--- config.mk ---
export PLATFORM = sky130hd
export DESIGN_NAME = spi_slave_ctrl
export DESIGN_NICKNAME = d
export VERILOG_FILES = /design/src/rtl/spi_slave_ctrl.sv
export SDC_FILE = /design/constraint.sdc
export NUM_CORES = 1
export LEC_CHECK = 0
export ABC_AREA = 1
export CAP_MARGIN = 20
export CORE_MARGIN = 8
export CORE_UTILIZATION = 53
export DETAILED_ROUTE_END_ITERATION = 10
export PLACE_DENSITY_LB_ADDON = 0.15
export SYNTH_ARGS = -nofsm -noshare
export SYNTH_HDL_FRONTEND = slang
export SYNTH_SLANG_ARGS = --single-unit
--- constraint.sdc ---
create_clock -name clk -period 1.21 [get_ports clk]
set_input_delay 0.242 -clock clk [delete_from_list [all_inputs] [get_ports clk]]
set_output_delay 0.242 -clock clk [all_outputs]
set_load 0.02 [all_outputs]
--- src/rtl/spi_slave_ctrl.sv ---
// SPI mode-0 slave frame controller driving the SPI-ALU shift register.
// Define SPI_CTRL_MISO_TRISTATE_EN to float miso while the FSM is in IDLE.
module spi_slave_ctrl #(
  parameter int BIT_LENGTH = 20
) (
  input  logic clk,
  input  logic reset,
  input  logic sclk,
  input  logic cs_n,
  input  logic mosi,
  input  logic q_lsb,
  output logic shift_en,
  output logic load_en,
  output logic serial_in,
  output logic miso,
  output logic busy,
  output logic rx_valid,
  output logic frame_err
);

  localparam int CW = $clog2(BIT_LENGTH + 1);

  localparam logic [1:0] IDLE   = 2'd0;
  localparam logic [1:0] LOAD   = 2'd1;
  localparam logic [1:0] ACTIVE = 2'd2;
  localparam logic [1:0] DONE   = 2'd3;

  logic [1:0]    state;
  logic          sclk_m, sclk_s, sclk_d;
  logic          cs_n_m, cs_n_s, cs_n_d;
  logic          mosi_m, mosi_s;
  logic [1:0]    flush_cnt;
  logic          armed;
  logic [CW-1:0] bit_cnt;
  logic          rx_pend;
  logic          prime;
  logic          miso_q;
  logic          sclk_rise, sclk_fall, cs_fall;

  always_ff @(posedge clk) begin
    if (reset) begin
      sclk_m    <= 1'b0;
      sclk_s    <= 1'b0;
      sclk_d    <= 1'b0;
      cs_n_m    <= 1'b1;
      cs_n_s    <= 1'b1;
      cs_n_d    <= 1'b1;
      mosi_m    <= 1'b0;
      mosi_s    <= 1'b0;
      flush_cnt <= 2'd0;
    end else begin
      sclk_m    <= sclk;
      sclk_s    <= sclk_m;
      sclk_d    <= sclk_s;
      cs_n_m    <= cs_n;
      cs_n_s    <= cs_n_m;
      cs_n_d    <= cs_n_s;
      mosi_m    <= mosi;
      mosi_s    <= mosi_m;
      // Counts edges since reset so the reset-forced high on cs_n_s is never mistaken for a real release.
      if (flush_cnt != 2'd3) flush_cnt <= flush_cnt + 2'd1;
    end
  end

  assign sclk_rise = sclk_s & ~sclk_d;
  assign sclk_fall = ~sclk_s & sclk_d;
  assign cs_fall   = ~cs_n_s & cs_n_d;

  always_ff @(posedge clk) begin
    if (reset) begin
      state     <= IDLE;
      shift_en  <= 1'b0;
      load_en   <= 1'b0;
      serial_in <= 1'b0;
      miso_q    <= 1'b0;
      busy      <= 1'b0;
      rx_valid  <= 1'b0;
      frame_err <= 1'b0;
      armed     <= 1'b0;
      bit_cnt   <= '0;
      rx_pend   <= 1'b0;
      prime     <= 1'b0;
    end else begin
      shift_en  <= 1'b0;
      load_en   <= 1'b0;
      rx_valid  <= 1'b0;
      frame_err <= 1'b0;
      prime     <= load_en;

      case (state)
        IDLE: begin
          busy   <= 1'b0;
          miso_q <= 1'b0;
          // A frame may only start after chip select has genuinely been seen high.
          if (flush_cnt[1] && cs_n_s) armed <= 1'b1;
          if (armed && cs_fall) begin
            state <= LOAD;
            busy  <= 1'b1;
            armed <= 1'b0;
          end
        end

        LOAD: begin
          load_en <= 1'b1;
          bit_cnt <= '0;
          state   <= ACTIVE;
        end

        ACTIVE: begin
          // A high chip select aborts; the level test also covers a release landing during LOAD.
          if (cs_n_s) begin
            frame_err <= 1'b1;
            state     <= IDLE;
            busy      <= 1'b0;
            miso_q    <= 1'b0;
          end else begin
            if (sclk_rise) begin
              shift_en  <= 1'b1;
              serial_in <= mosi_s;
              bit_cnt   <= bit_cnt + CW'(1);
              if (bit_cnt == CW'(BIT_LENGTH - 1)) begin
                state   <= DONE;
                rx_pend <= 1'b1;
              end
            end
            // prime presents bit 0 once the shift register has taken the TX word.
            if (sclk_fall || prime) miso_q <= q_lsb;
          end
        end

        DONE: begin
          rx_valid <= rx_pend;
          rx_pend  <= 1'b0;
          if (cs_n_s) begin
            state  <= IDLE;
            busy   <= 1'b0;
            miso_q <= 1'b0;
          end else if (sclk_rise) begin
            frame_err <= 1'b1;
          end
        end

        default: state <= IDLE;
      endcase
    end
  end

`ifdef SPI_CTRL_MISO_TRISTATE_EN
  assign miso = (state == IDLE) ? 1'bz : miso_q;
`else
  assign miso = miso_q;
`endif

endmodule

== Word level (Yosys, flattened, before mapping) ==
Cells that the tools add are included.

* Flip-flop bits (word level): 27

* Add/sub/neg operators: 2
* Equality and inequality tests: 14
* Multiplexer cells: 26
* Bitwise operators: 8
* Reductions and logical operators: 19

{| class="wikitable"
|+ Operators with widths
! operator !! count
|-
| two-way mux 1 bit || 13
|-
| != test 2 bit (second input constant) || 6
|-
| two-way mux 2 bit || 5
|-
| two-way mux 5 bit || 2
|-
| one-hot mux 5 bit (2 select lines) || 1
|-
| != test 3 bit (second input constant) || 3
|-
| AND reduction 3 bit || 3
|-
| one-hot mux 2 bit (4 select lines) || 1
|-
| AND reduction 4 bit || 2
|-
| nonzero test 2 bit || 4
|-
| one-hot mux 1 bit (2 select lines) || 3
|-
| OR reduction 2 bit || 3
|-
| adder 5 x 1 -> 5 bit (second input constant) || 1
|-
| equality test 5 bit (second input constant) || 1
|-
| NOT 1 bit || 5
|-
| equality test 2 bit (second input constant) || 2
|-
| AND reduction 2 bit || 2
|-
| bitwise AND 1 bit || 3
|-
| one-hot mux 1 bit (3 select lines) || 1
|-
| nonzero test 3 bit || 1
|-
| adder 2 x 1 -> 2 bit (second input constant) || 1
|-
| equality test 2 x 1 -> 1 bit (second input constant) || 1
|-
| logical AND 1 bit || 2
|-
| logical NOT 2 bit || 1
|-
| other kinds (2) || 2
|}

== Depth between registers and ports, before layout ==
Gate-level depths: netlist of run 1.

* Word-level depth: 6
* Depth in mapped cells: 9
* Gate-level depth less buffers: 8

== Worst setup path after synthesis of run 1 ==
No wires, ideal clock.

* Kind: reg-to-reg
* Start: register state[0]
* End: register armed
* Library setup time: 0.117 ns
* Arrival time: 0.906 ns
* Data required time: 1.093 ns
* Setup slack: 0.187 ns
* Cell stages (with the launch flop): 6
* Cell sequence: dfxtp_1 buf_6 nor2_1 inv_1 o21ai_0 nor2_1

* Word-level cells in the longest chain between the ends: 2

{| class="wikitable"
|+ RTL lines
! item !! RTL line !! source
|-
| start, declared || 28 || <nowiki>logic [1:0] state;</nowiki>
|-
| start signal, assigned || 71 || <nowiki>state <= IDLE;</nowiki>
|-
| start signal, assigned || 97 || <nowiki>state <= LOAD;</nowiki>
|-
| start signal, assigned || 106 || <nowiki>state <= ACTIVE;</nowiki>
|-
| logical NOT 2 bit || 90 || <nowiki>case (state)</nowiki>
|-
| AND reduction 2 bit (no line) || n/a ||
|-
| end signal, assigned || 79 || <nowiki>armed <= 1'b0;</nowiki>
|-
| end signal, assigned || 95 || <nowiki>if (flush_cnt[1] && cs_n_s) armed <= 1'b1;</nowiki>
|-
| end signal, assigned || 99 || <nowiki>armed <= 1'b0;</nowiki>
|-
| end, declared || 33 || <nowiki>logic armed;</nowiki>
|}

No other way between the ends.
A chain may end at the register's enable or synchronous reset.

== Final worst setup path of run 1 ==
* Start: register miso_q (netlist: miso)
* End: output port miso

{| class="wikitable"
|+ RTL lines
! item !! RTL line !! source
|-
| start, declared || 37 || <nowiki>logic miso_q;</nowiki>
|-
| start signal, assigned || 127 || <nowiki>if (sclk_fall || prime) miso_q <= q_lsb;</nowiki>
|-
| end, declared || 15 || <nowiki>output logic miso,</nowiki>
|}

No word-level cell between the ends.

==> results.sh, run 1 <==
export IMPL_synth_area_um2=1100
export IMPL_n_antenna_cell=0
export IMPL_critPathTopFamily="flip-flops"
export IMPL_critPathKind="register to output port"
export IMPL_synth_edf_count=0
export IMPL_dieArea_um2=3780
export IMPL_final_nets=166
export IMPL_std_cell_rows=16
export IMPL_tightest_slew_ns=0.234
export IMPL_synth_ff_type="dfxtp_1"
export IMPL_start_util=0.559
export IMPL_crit_slowest_cell="dfxtp_2"
export IMPL_globalplace_congestion=0.878
export IMPL_vias=912
export IMPL_clockBufferDepth=2
export IMPL_regMostFlops="bit_cnt"
export IMPL_grt_usage=0.123
export IMPL_required_ns=0.97
export IMPL_fp_coreArea_um2=1960
export IMPL_avgSynthCellArea_um2=8.00
export IMPL_finalCritPeriodShare=0.963
export IMPL_slew_violations=0
export IMPL_cts_buffers=3
export IMPL_power_density_nw_per_um2=1580
export IMPL_dpl_hpwl_mm=1.56
export IMPL_yosys_warnings=0
export IMPL_hp_start="mosi"
export IMPL_setup_viol=0
export IMPL_yosysTopAreaCell="dfxtp_1"
export IMPL_hold_path_class="input pin to register"
export IMPL_largest_reg_flops=5
export IMPL_synth_top_cell_area_share=0.493
export IMPL_gr_total_overflow=0
export IMPL_p_leak_uw=0.000561
export IMPL_cp_max_fo=2
export IMPL_cp_cell_sequence="clkdlybuf4s15_2"
export IMPL_die_w_um=61.5
export IMPL_max_slew_margin_rel=0.844
export IMPL_postRouteAntennaNets=0
export IMPL_ys_ff_latch=27
export IMPL_max_freq_mhz=859
export IMPL_syn_num_nets=145
export IMPL_grt_pass1_vias=852
export IMPL_dr_pass1_iters=4
export IMPL_grt_pass1_wl_mm=3.40
export IMPL_synth_most_common_cell="dfxtp_1"
export IMPL_hold_viol=0
export IMPL_cp_end_kind="output port"
export IMPL_routed_wl_mm=2.03
export IMPL_cts_setup_buffers=0
export IMPL_regArea_um2=548
export IMPL_reg_top3="bit_cnt: 5 flops, flush_cnt: 2 flops, state: 2 flops"
export IMPL_ys_types=27
export IMPL_outcome="complete, no violations"
export IMPL_r2r_start="sclk_s"
export IMPL_finalCriticalPeriod_ns=1.16
export IMPL_slowest_delay_ns=0.35
export IMPL_routed_via_density=4.96
export IMPL_drc=0
export IMPL_power_total_uw=2050
export IMPL_crit_start="miso"
export IMPL_ios=13
export IMPL_drv_cap=0
export IMPL_avgRoutedWirePerCell_um=11.1
export IMPL_holdWs_ns=0.415
export IMPL_clock_skew_ns=0.00840
export IMPL_numClockSinks=27
export IMPL_drive_above_1_share=0.217
export IMPL_crit_arrival_ns=0.92
export IMPL_ys_top_cells_by_count="dfxtp_1, nand2_1, nor2_1, inv_1, a21oi_1"
export IMPL_syn_inst=137
export IMPL_synth_async_reset_ratio=0
export IMPL_path_buf_inv=1
export IMPL_grt_max_degree=16
export IMPL_antenna_found_initial=0
export IMPL_num_fill_cells=192
export IMPL_root_buffer="clkbuf_4"
export IMPL_die_h_um=61.5
export IMPL_synth_area_leaders="dfxtp_1, nand2_1, nor2_1"
export IMPL_yosysSeqAreaShare=0.493
export IMPL_area_growth_pct=18.3
export IMPL_clk_pin_slew_worst_paths_ns=0.14
export IMPL_startpoint_type="register"
export IMPL_first_iter_violations=18
export IMPL_peakVddDrop_uv=1240
export IMPL_multiInputGateArea_um2=463
export IMPL_insertion_delay_ns=0.32
export IMPL_cts_tree="built"
export IMPL_htreeDepth=1
export IMPL_port_buffers=12
[power by group]
part	internal, uW	switching (uW)
registers	1000	116
logic	233	322
clock network	124	256
total	1360	694
[worst paths after layout]
check / depth (start not counted) / slack [ns] / to
hold reg to reg: 2 / 0.42 / mosi_s
hold / removal: 3 / 0.42 / mosi_m
setup / recovery: 1 / 0.05 / miso
setup reg to reg: 6 / 0.08 / bit_cnt[2]
[kinds of logic (layout without fill, tap and decap cells)]
kind of cell,count (synthesis),count (layout),share of synthesized area
AO/OA/AOI/OAI,19,19,0.0936
XOR/XNOR,1,1,0.00799
adder cells (fa/ha/maj),2,2,0.0228
buffers and inverters,21,41,0.0913
flip-flops,27,27,0.493
multiplexers,1,1,0.00913
AND/OR/NAND/NOR,66,66,0.282
[metal layers]
layer  track usage  routed length, um  part of all wire  up-vias
met5             0                  0                 0        -
met4        0.0844                 47             0.023        0
met3        0.0334                 97             0.048        4
met2         0.206                976              0.48       22
met1         0.130                913              0.45      413
li1              -                  -                 -      473
[layout make-up]
type / instances / share of cell area
Clock buffer: 3 / 0.0174
Timing Repair Buffer: 20 / 0.122
Multi-Input combinational cell: 89 / 0.357
Sequential cell: 27 / 0.423
Tap cell: 27 / 0.0261
Inverter: 17 / 0.0512
Clock inverter: 1 / 0.00386
[cell usage in the layout (no fill, tap or decap), types with 2 or more instances in the layout]
cell,count
nand2_1,25
dfxtp_1,23
nor2_1,22
inv_1,15
a21oi_1,11
buf_4,8
nand3_1,6
clkdlybuf4s50_1,5
o21ai_0,4
dfxtp_2,3
clkbuf_4,3
buf_2,3
nor2_2,2
nor3_1,2
nand4_1,2
or2_2,2
ha_1,2
clkbuf_2,2
clkdlybuf4s15_2,2
[tightest hold or removal path: stages]
cell and delay, ns:
clkdlybuf4s50_1 0.39, inv_1 0.05, nor2_1 0.03
[what timing repair did]
action	4_1_cts	5_1_grt
endpoints found under the setup margin	11	12
gates resized for setup	21	10
gates cloned	0	0
hold buffers	0	0
[stage by stage]
| stage | util | setup TNS, ns | setup WS (ns) | area, um2 | instances |
|---|---|---|---|---|---|
| 2_1_floorplan | - | 0 | 0.187 | 1100 | 137 |
| 3_3_place_gp | 0.651 | -0.0374 | -0.0179 | 1280 | 180 |
| 3_5_place_dp | 0.651 | -0.0541 | -0.0243 | 1280 | 180 |
| 4_1_cts | 0.669 | 0 | 0.00295 | 1310 | 184 |
| 5_1_grt | 0.661 | -0.0486 | -0.0295 | 1300 | 184 |
| 6_report | 0.661 | 0 | 0.0452 | 1300 | 184 |
(Power assumes the default switching activity.)
==> run 2, diff against run 1 <==
==> constraint.sdc (replaced) <==
create_clock -name clk -period 1.13 [get_ports clk]
set_input_delay 0.226 -clock clk [delete_from_list [all_inputs] [get_ports clk]]
set_output_delay 0.226 -clock clk [all_outputs]
set_load 0.02 [all_outputs]
==> run 2 against run 1 <==
  * Critical path depth is 6 higher
  * Clock power is 5.5% higher
  * Clock skew is 0.0069 ns lower
  * Largest cell class unchanged
==> results.sh, run 2 (same netlist as run 1, synthesis figures left out) <==
export IMPL_clock_skew_ns=0.00152
export IMPL_multiInputGateArea_um2=488
export IMPL_first_iter_violations=28
export IMPL_insertion_delay_ns=0.31
export IMPL_grt_usage=0.119
export IMPL_p_leak_uw=0.000592
export IMPL_routed_wl_mm=2.23
export IMPL_finalCritPeriodShare=0.961
export IMPL_regArea_um2=553
export IMPL_routed_via_density=4.85
export IMPL_fin_tns_setup_ns=0
export IMPL_final_common_cell="nand2_1"
export IMPL_clk_pin_slew_worst_paths_ns=0.13
export IMPL_num_fill_cells=180
export IMPL_grt_max_degree=15
export IMPL_r2r_start="state[1]"
export IMPL_place_ws_ns=-0.0877
export IMPL_avgRoutedWirePerCell_um=11.9
export IMPL_required_ns=1.35
export IMPL_tightest_slew_ns=0.219
export IMPL_dieArea_um2=3780
export IMPL_max_slew_margin_rel=0.854
export IMPL_port_buffers=12
export IMPL_slowest_delay_ns=0.41
export IMPL_die_h_um=61.5
export IMPL_hold_path_class="register to register"
export IMPL_grt_setup_unrepaired="yes"
export IMPL_numClockSinks=27
export IMPL_power_density_nw_per_um2=1700
export IMPL_final_cell_mix="nand2_1, dfxtp_1, nor2_1"
export IMPL_critPathKind="register to register"
export IMPL_setup_viol=0
export IMPL_antenna_found_initial=0
export IMPL_hold_viol=0
export IMPL_drc=0
export IMPL_max_freq_mhz=921
export IMPL_grt_pass1_wl_mm=3.48
export IMPL_final_nets=170
export IMPL_area_growth_pct=22.5
export IMPL_startpoint_type="register"
export IMPL_fp_coreArea_um2=1960
export IMPL_crit_start="state[1]"
export IMPL_dpl_hpwl_mm=1.65
export IMPL_peakVddDrop_uv=1230
export IMPL_std_cell_rows=16
export IMPL_cp_max_fo=5
export IMPL_cts_buffers=3
export IMPL_postRouteAntennaNets=0
export IMPL_die_w_um=61.5
export IMPL_clockBufferDepth=2
export IMPL_outcome="complete, no violations"
export IMPL_finalCriticalPeriod_ns=1.09
export IMPL_hold_buffers=0
export IMPL_n_antenna_cell=0
export IMPL_root_buffer="clkbuf_4"
export IMPL_ios=13
export IMPL_start_util=0.559
export IMPL_drive_above_1_share=0.304
export IMPL_hp_start="sclk_m"
export IMPL_globalplace_congestion=0.873
export IMPL_crit_arrival_ns=1.31
export IMPL_slew_violations=0
export IMPL_placed_area_um2=1300
export IMPL_fin_ws_ns=0.0442
export IMPL_cts_tree="built"
export IMPL_drv_cap=0
export IMPL_regMostFlops="bit_cnt"
export IMPL_crit_slowest_cell="dfxtp_4"
export IMPL_fin_cells=188
export IMPL_reg_top3="bit_cnt: 5 flops, flush_cnt: 2 flops, state: 2 flops"
export IMPL_cp_end_kind="register"
export IMPL_grt_pass1_vias=863
export IMPL_fin_area_um2=1340
export IMPL_dr_pass1_iters=4
export IMPL_power_total_uw=2280
export IMPL_vias=912
export IMPL_gr_total_overflow=0
export IMPL_dp_cells=183
export IMPL_largest_reg_flops=5
export IMPL_htreeDepth=1
export IMPL_cp_cell_sequence="inv_4 > nor2_8 > nand2_2 > inv_2 > nand2_1 > a21oi_1 > nor2_1"
==> run 2: what timing repair did <==
| action | CTS | global route |
|---|---|---|
| hold endpoints to repair | 0 | 0 |
| resized for setup | 30 | 18 |
| buffers inserted | 0 | 1 |
| gates cloned | 0 | 0 |
| setup endpoints to repair | 16 | 11 |
==> run 2: worst max-delay path: cells and delay by family (launching register included) <==
family                 cells  cell delay [ns]
AND/OR/NAND/NOR            4             0.32
buffers and inverters      2             0.13
AO/OA/AOI/OAI              1             0.13
flip-flops                 1             0.41
==> run 2: metal layers <==
layer,share of wire,global-route usage,wire length [um]
met1,0.47,0.138,1040
met2,0.49,0.210,1100
met3,0.033,0.0292,74
met4,0.0063,0.0325,14
met5,0,0,0
==> run 2: through the flow <==
stage	hold WS, ns	util
final	0.413	0.684
after global routing	0.416	0.684
after CTS	0.416	0.659
after detailed placement	0.397	0.662
after global placement	0.393	0.662
after floorplan	0.304	-
==> run 2: worst paths after layout <==
kind	end	slack, ns	depth (start not counted)
worst min-delay path	sclk_s	0.41	2
worst max register to register	miso	0.04	7
worst max-delay path	miso	0.04	7
worst min register to register	sclk_s	0.41	2
==> run 2: power by group <==
part	switching (uW)	total (uW)	internal, uW
registers	112	1190	1080
clock network	263	401	138
logic	397	695	298
==> run 2: cell type report <==
type	count	area share
multi-input cells	89	0.363
flip-flops and latches	27	0.412
well taps	27	0.0252
clock buffers	4	0.0196
inverters	17	0.0494
repair buffers	24	0.130
